==> src/rtl/ama_riscv_store_shift_mask.sv <==
`default_nettype none
// ============================================================================
// Module   : ama_riscv_store_shift_mask
// Purpose  : Store-side lane steering for the MEM stage. A store request is
//            shifted onto the byte lanes of a 32-bit DMEM word and issued as
//            one or two word-aligned write beats over a valid/ready handshake.
//            Each beat carries per-byte write enables.
// Ports    : clk, rst         - clock (rising edge), synchronous active-high reset
//            req_valid/ready  - store request handshake (ready only in IDLE)
//            req_addr         - byte address (AW bits)
//            req_width        - 0 byte, 1 half, 2 word, 3 illegal
//            req_data         - rs2 data; only the low bytes for the width are used
//            dmem_valid/ready - write beat handshake
//            dmem_addr        - word address (AW-2 bits)
//            dmem_we          - byte enables, bit i covers wdata[8i+7:8i]
//            dmem_wdata       - lane-aligned write data, unused lanes zero
//            store_fault      - one-cycle pulse when a request is dropped
//            busy             - high while a write is in flight
// Config   : AMA_RISCV_MISALIGNED_SPLIT_EN - when defined, stores that cross
//            a word boundary issue a second beat. When undefined, they are
//            dropped and reported on store_fault.
// Revision : 1.0 - initial release
// ============================================================================
module ama_riscv_store_shift_mask #(
  parameter int AW = 32
) (
  input  logic          clk,
  input  logic          rst,
  input  logic          req_valid,
  output logic          req_ready,
  input  logic [AW-1:0] req_addr,
  input  logic [1:0]    req_width,
  input  logic [31:0]   req_data,
  output logic          dmem_valid,
  input  logic          dmem_ready,
  output logic [AW-3:0] dmem_addr,
  output logic [3:0]    dmem_we,
  output logic [31:0]   dmem_wdata,
  output logic          store_fault,
  output logic          busy
);

  localparam logic [1:0] C_WIDTH_ILLEGAL = 2'd3;

  typedef enum logic [1:0] {
    IDLE  = 2'd0,
    WR_LO = 2'd1
`ifdef AMA_RISCV_MISALIGNED_SPLIT_EN
    ,
    WR_HI = 2'd2
`endif
  } state_t;

  state_t        r_state;
  state_t        w_state_nxt;

  logic          r_dmem_valid;
  logic [AW-3:0] r_dmem_addr;
  logic [3:0]    r_dmem_we;
  logic [31:0]   r_dmem_wdata;
  logic          r_store_fault;

  logic          w_dmem_valid_nxt;
  logic [AW-3:0] w_dmem_addr_nxt;
  logic [3:0]    w_dmem_we_nxt;
  logic [31:0]   w_dmem_wdata_nxt;
  logic          w_store_fault_nxt;

  // Lane math, evaluated on the incoming request
  logic [1:0]    w_off;
  logic [3:0]    w_bytemask;
  logic [7:0]    w_m8;
  logic [31:0]   w_data_masked;
  logic          w_split;
  logic [AW-3:0] w_lo_addr;
  logic [3:0]    w_lo_we;
  logic [31:0]   w_lo_wdata;

`ifdef AMA_RISCV_MISALIGNED_SPLIT_EN
  logic [63:0]   w_d64;
  logic [AW-3:0] w_hi_addr;
  logic [AW-3:0] r_hi_addr;
  logic [3:0]    r_hi_we;
  logic [31:0]   r_hi_wdata;
  logic          r_split;
  logic [AW-3:0] w_hi_addr_nxt;
  logic [3:0]    w_hi_we_nxt;
  logic [31:0]   w_hi_wdata_nxt;
  logic          w_split_nxt;
`endif

  always_comb begin
    w_off = req_addr[1:0];
    case (req_width)
      2'd0:    w_bytemask = 4'b0001;
      2'd1:    w_bytemask = 4'b0011;
      2'd2:    w_bytemask = 4'b1111;
      default: w_bytemask = 4'b0000;
    endcase
    w_m8          = {4'b0000, w_bytemask} << w_off;
    w_data_masked = req_data & {{8{w_bytemask[3]}}, {8{w_bytemask[2]}},
                                {8{w_bytemask[1]}}, {8{w_bytemask[0]}}};
    // Any enable pushed past lane 3 means the store crosses into the next word
    w_split   = |w_m8[7:4];
    w_lo_addr = req_addr[AW-1:2];
    w_lo_we   = w_m8[3:0];
`ifdef AMA_RISCV_MISALIGNED_SPLIT_EN
    w_d64      = {32'b0, w_data_masked} << {w_off, 3'b000};
    w_lo_wdata = w_d64[31:0];
    // Word address wraps naturally at the top of the AW-2 bit space
    w_hi_addr  = w_lo_addr + {{(AW-3){1'b0}}, 1'b1};
`else
    w_lo_wdata = w_data_masked << {w_off, 3'b000};
`endif
  end

  always_comb begin
    w_state_nxt       = r_state;
    w_dmem_valid_nxt  = r_dmem_valid;
    w_dmem_addr_nxt   = r_dmem_addr;
    w_dmem_we_nxt     = r_dmem_we;
    w_dmem_wdata_nxt  = r_dmem_wdata;
    w_store_fault_nxt = 1'b0;
`ifdef AMA_RISCV_MISALIGNED_SPLIT_EN
    w_hi_addr_nxt     = r_hi_addr;
    w_hi_we_nxt       = r_hi_we;
    w_hi_wdata_nxt    = r_hi_wdata;
    w_split_nxt       = r_split;
`endif

    case (r_state)
      IDLE: begin
        if (req_valid) begin
          if (req_width == C_WIDTH_ILLEGAL) begin
            w_store_fault_nxt = 1'b1;
          end
`ifndef AMA_RISCV_MISALIGNED_SPLIT_EN
          else if (w_split) begin
            w_store_fault_nxt = 1'b1;
          end
`endif
          else begin
            w_dmem_valid_nxt = 1'b1;
            w_dmem_addr_nxt  = w_lo_addr;
            w_dmem_we_nxt    = w_lo_we;
            w_dmem_wdata_nxt = w_lo_wdata;
            w_state_nxt      = WR_LO;
`ifdef AMA_RISCV_MISALIGNED_SPLIT_EN
            w_hi_addr_nxt    = w_hi_addr;
            w_hi_we_nxt      = w_m8[7:4];
            w_hi_wdata_nxt   = w_d64[63:32];
            w_split_nxt      = w_split;
`endif
          end
        end
      end

      WR_LO: begin
        if (dmem_ready) begin
`ifdef AMA_RISCV_MISALIGNED_SPLIT_EN
          if (r_split) begin
            // Second beat replaces the first with no idle cycle between them
            w_dmem_addr_nxt  = r_hi_addr;
            w_dmem_we_nxt    = r_hi_we;
            w_dmem_wdata_nxt = r_hi_wdata;
            w_state_nxt      = WR_HI;
          end else
`endif
          begin
            w_dmem_valid_nxt = 1'b0;
            w_dmem_we_nxt    = 4'b0000;
            w_state_nxt      = IDLE;
          end
        end
      end

`ifdef AMA_RISCV_MISALIGNED_SPLIT_EN
      WR_HI: begin
        if (dmem_ready) begin
          w_dmem_valid_nxt = 1'b0;
          w_dmem_we_nxt    = 4'b0000;
          w_state_nxt      = IDLE;
        end
      end
`endif

      default: begin
        w_dmem_valid_nxt = 1'b0;
        w_dmem_we_nxt    = 4'b0000;
        w_state_nxt      = IDLE;
      end
    endcase
  end

  always_ff @(posedge clk) begin
    if (rst) begin
      r_state       <= IDLE;
      r_dmem_valid  <= 1'b0;
      r_dmem_addr   <= '0;
      r_dmem_we     <= 4'b0000;
      r_dmem_wdata  <= 32'h0;
      r_store_fault <= 1'b0;
`ifdef AMA_RISCV_MISALIGNED_SPLIT_EN
      r_hi_addr     <= '0;
      r_hi_we       <= 4'b0000;
      r_hi_wdata    <= 32'h0;
      r_split       <= 1'b0;
`endif
    end else begin
      r_state       <= w_state_nxt;
      r_dmem_valid  <= w_dmem_valid_nxt;
      r_dmem_addr   <= w_dmem_addr_nxt;
      r_dmem_we     <= w_dmem_we_nxt;
      r_dmem_wdata  <= w_dmem_wdata_nxt;
      r_store_fault <= w_store_fault_nxt;
`ifdef AMA_RISCV_MISALIGNED_SPLIT_EN
      r_hi_addr     <= w_hi_addr_nxt;
      r_hi_we       <= w_hi_we_nxt;
      r_hi_wdata    <= w_hi_wdata_nxt;
      r_split       <= w_split_nxt;
`endif
    end
  end

  assign req_ready   = (r_state == IDLE);
  assign busy        = (r_state != IDLE);
  assign dmem_valid  = r_dmem_valid;
  assign dmem_addr   = r_dmem_addr;
  assign dmem_we     = r_dmem_we;
  assign dmem_wdata  = r_dmem_wdata;
  assign store_fault = r_store_fault;

endmodule
`default_nettype wire

==> config.mk <==
export PLATFORM = sky130hd
export DESIGN_NAME = ama_riscv_store_shift_mask
export DESIGN_NICKNAME = d
export VERILOG_FILES = /design/src/rtl/ama_riscv_store_shift_mask.sv
export SDC_FILE = /design/constraint.sdc
export NUM_CORES = 1
export LEC_CHECK = 0
export BUFFER_PORTS_ARGS = -buffer_cell sky130_fd_sc_hd__buf_2
export CORE_MARGIN = 2
export CORE_UTILIZATION = 47
export DETAILED_ROUTE_END_ITERATION = 7
export PLACE_DENSITY_LB_ADDON = 0.3
export SLEW_MARGIN = 20
export SYNTH_ARGS = -nofsm -noshare
export SYNTH_HDL_FRONTEND = slang
export SYNTH_SLANG_ARGS = --single-unit
==> constraint.sdc <==
create_clock -name clk -period 1.5 [get_ports clk]
set_input_delay 0.075 -clock clk [delete_from_list [all_inputs] [get_ports clk]]
set_output_delay 0.075 -clock clk [all_outputs]
set_load 0.01 [all_outputs]
==> implementation parameters <==
Parameter                              Value

Outcome
  Status ... finished, final reports clean

CTS
  Number of sinks handled by clock tree synthesis ... 68
  Buffer type at the clock tree root ... clkbuf_8
  Count of buffers added by post-CTS timing repair for setup ... 0
  Number of buffers on the longest clock path ... 2
  Number of clock buffers inserted by TritonCTS ... 9
  Clock-pin transition on the worst setup and hold timing paths ... 80 ps
  Clock latency reported for the late side of the worst-skew pair ... 340 ps
  H-Tree Level Count ... 3
  Clock tree from TritonCTS ... done

Hold path
  Worst hold path startpoint ... req_addr[9]
  Hold Path Sink ... dmem_addr[7]$_SDFFE_PP0P_
  Tightest Hold Check Type ... in -> reg
  Hold Path Cell Cnt ... 3

Synthesis
  Library cell with the largest summed area after synthesis ... dfxtp_1
  Share of flip-flops with an asynchronous set or reset after synthesis ... 0%
  Proportion of synthesized chip area in sequential cells ... 42.9%
  Main combinational cell family by area after synthesis ... compound AO/OA/AOI/OAI gates
  Count of distinct cell types in the synthesized netlist ... 37
  Cell Area, Synth ... 3170 sq um
  Synthesized flop and latch total ... 68
  Adder-cell share of the synthesized area ... 1.18%
  Leading post-synthesis cells by cell area ... dfxtp_1 43%, a21oi_1 11%, o21ai_0 7.6%
  Mux cell area share after synthesis ... 3.16%
  Mapped Nets ... 446
  EDFF count, synth ... 0
  Compound-Gate Fraction of Synth Area ... 31.3%
  Share of synthesized cell area in and, or, nand and nor gates ... 14.4%
  Mapped Avg Cell Area ... 8.50 sq um
  Synthesized-area fraction occupied by xor and xnor cells ... 0%
  Fraction of synthesized cell area taken by the top area cell type ... 42.9%
  Most used DFF post-synth ... dfxtp_1
  YS warnings ... 0
  Number of cells produced by synthesis ... 373

Worst setup path
  Cell with the largest stage delay on the worst path ... a211o_4
  Critical path class ... reg -> reg
  Start point of the critical path ... r_state[0]$_SDFFE_PP0P_
  Arrival time worst endpoint ... 1650 ps
  Critical-path maximum fanout ... 18
  Worst R2R Path Depth ... 5
  Buf+Inv Stages, Crit Path ... 1
  Worst path cell trace ... nand2b_4, a211o_4, buf_4, o21ai_0, a21oi_1
  Nature of the critical path endpoint ... flop
  CP startpoint kind ... flop
  Data required, critical path ... 1710 ps
  Delay of the slowest cell on the worst path ... 370 ps
  End of the worst register-to-register path ... dmem_addr[2]$_SDFFE_PP0P_
  Reg2Reg Launch Point ... r_state[0]$_SDFFE_PP0P_
  Top Family by Delay on Critical Path ... compound AO/OA/AOI/OAI gates
  Setup slack on the worst flop-to-flop path ... 60 ps

Cells and area
  Post-route cell area ... 4610 sq um
  Most common library cell in the layout ignoring fill and taps ... buf_2
  Net count reported at finish ... 607
  Layout fillers ... 522
  Ratio of cells with drive above 1 in the final layout ... 36.7%
  Count of inserted antenna diode cells ... 0
  Leading cell types in the layout, fill and taps excluded ... 139 x buf_2, 68 x a21oi_1, 68 x dfxtp_1, 42 x o21ai_0, 32 x nand3_1
  Area Growth Syn to Fin ... 45.3%
  Number of standard cells in the final layout excluding fillers ... 616

Placed design
  HPWL after detailed placement ... 6750 um
  Instance area at placement ... 4050 sq um
  Weighted congestion reported at the end of routability-driven placement ... 0.921
  Number of cells in the design after placement ... 572
  PortBufs ... 139

STA
  Worst relative slew slack ... 71.5%
  Fin Clk Skew ... 9.17 ps
  Minimum clock period after layout ... 1440 ps
  Achievable frequency ... 694 MHz
  Final number of hold-violating endpoints ... 0
  Max-slew violation count ... 0
  Tcrit/Tclk final ... 96.1%
  Worst Tran Pin Value ... 428 ps
  Total of endpoints with negative setup slack in the final report ... 0
  RSZ-0062 raised after global routing ... false
  Setup_tns ... 0 ps

Route
  Detailed-routing iteration count for the pre-antenna-repair pass ... 5
  Average detailed-routed wire length per instance ... 16.4 um
  Drt first-iter violations ... 201
  Via count ... 3588
  Via/cell ratio ... 5.82
  Remaining antenna violation count after routing ... 0
  Post-Route WL ... 10100 um
  Detailed-route DRC error count ... 0

GRT
  Antenna violations before repair ... 0
  Global-route wire length before repair ... 16000 um
  Aggregate global routing overflow ... 0
  Maximum number of pins on one net before global-route repair ... 52
  All-layer global routing usage ... 26.7%
  Number of global-route vias before repair ... 3355

Floorplan
  Horizontal extent of the die ... 86.2 um
  Die area ... 7420 sq um
  Die height ... 86.2 um
  CORE AREA ... 6420 sq um
  IO Count ... 140
  Number of rows created at floorplan ... 29
  Initial cell density of the core ... 49.4%

Job
  Max-cap violations ... 0

Pwr
  Cell Pwr Density ... 1070 nW/um^2
  Overall Power ... 0.00491 W
  IR drop worst, VDD ... 0.000733 V
  Static leakage power ... 2.01 nW
## how the worst max path moves through the flow
stage / end / slack, ps / cells after the start
global route: dmem_wdata[14]$_SDFFE_PP0P_ / 2 / 5
finish: dmem_addr[2]$_SDFFE_PP0P_ / 60 / 5
global placement: dmem_wdata[15]$_SDFFE_PP0P_ / -70 / 8
CTS: dmem_wdata[6]$_SDFFE_PP0P_ / 4 / 5
floorplan: dmem_wdata[22]$_SDFFE_PP0P_ / 80 / 5
detailed placement: dmem_wdata[22]$_SDFFE_PP0P_ / -100 / 8
## state kept, by name (all words and copies together), names as in the netlist
register / cells
store_fault: 1
dmem_we: 4
dmem_addr: 30
dmem_wdata: 32
r_state: 1
## what timing repair did
action | 4_1_cts | 5_1_grt
gates resized for setup | 1 | 9
hold endpoints to repair | 28 | 0
hold buffers | 28 | 0
setup endpoints to repair | 2 | 46
pin swaps | 0 | 1
## kinds of logic after synthesis
logic type | count (synthesis)
AO/OA/AOI/OAI | 167
adder cells (fa/ha/maj) | 3
buffers and inverters | 48
flip-flops | 68
multiplexers | 9
AND/OR/NAND/NOR | 78
## Yosys cell counts, types with 2 or more instances
| cell type | number |
|---|---|
| a21oi_1 | 68 |
| dfxtp_1 | 68 |
| o21ai_0 | 48 |
| nand3_1 | 32 |
| clkbuf_1 | 24 |
| a211oi_1 | 17 |
| nand4_1 | 17 |
| buf_2 | 13 |
| nor2b_1 | 10 |
| a22oi_1 | 8 |
| and3_1 | 8 |
| mux2_2 | 8 |
| a221oi_1 | 7 |
| a22o_1 | 7 |
| buf_4 | 7 |
| o211ai_1 | 4 |
| ha_1 | 3 |
| inv_1 | 3 |
| nand2_1 | 2 |
| nor2_1 | 2 |
## tightest hold or removal path, cell delays in order
cell     delay, ps
buf_2           90
nand3_1         60
a21oi_1         60
## layout make-up
cell class | count | area [sq um] | share of cell area [%]
clock buffers | 10 | 128 | 2.77
clock inverters | 6 | 136 | 2.96
inverters | 4 | 15.0 | 0.326
multi-input cells | 257 | 1610 | 35.0
flip-flops and latches | 68 | 1360 | 29.5
well taps | 77 | 96.3 | 2.09
repair buffers | 194 | 1260 | 27.4
## metal layers
| metal | wire length, um | GRT usage, % |
|---|---|---|
| met1 | 4310 | 35.4 |
| met2 | 4900 | 44.3 |
| met3 | 717 | 3.95 |
| met4 | 204 | 9.24 |
| met5 | 0 | 0 |
## power by group
part	switching [W]	total (W)	internal [W]
registers	0.0000479	0.00196	0.00191
clock network	0.000699	0.00198	0.00128
logic	0.000534	0.000982	0.000449
## through the flow
stage	setup slack [ps]	hold WS (ps)	util (%)
2_1_floorplan	80.6	223	-
3_3_place_gp	-69.0	328	63.0
3_5_place_dp	-98.7	335	63.0
4_1_cts	3.61	1.36	71.5
5_1_grt	2.36	16.7	71.8
6_report	58.9	4.66	71.8
No activity file was read; power rests on OpenSTA's default activity.
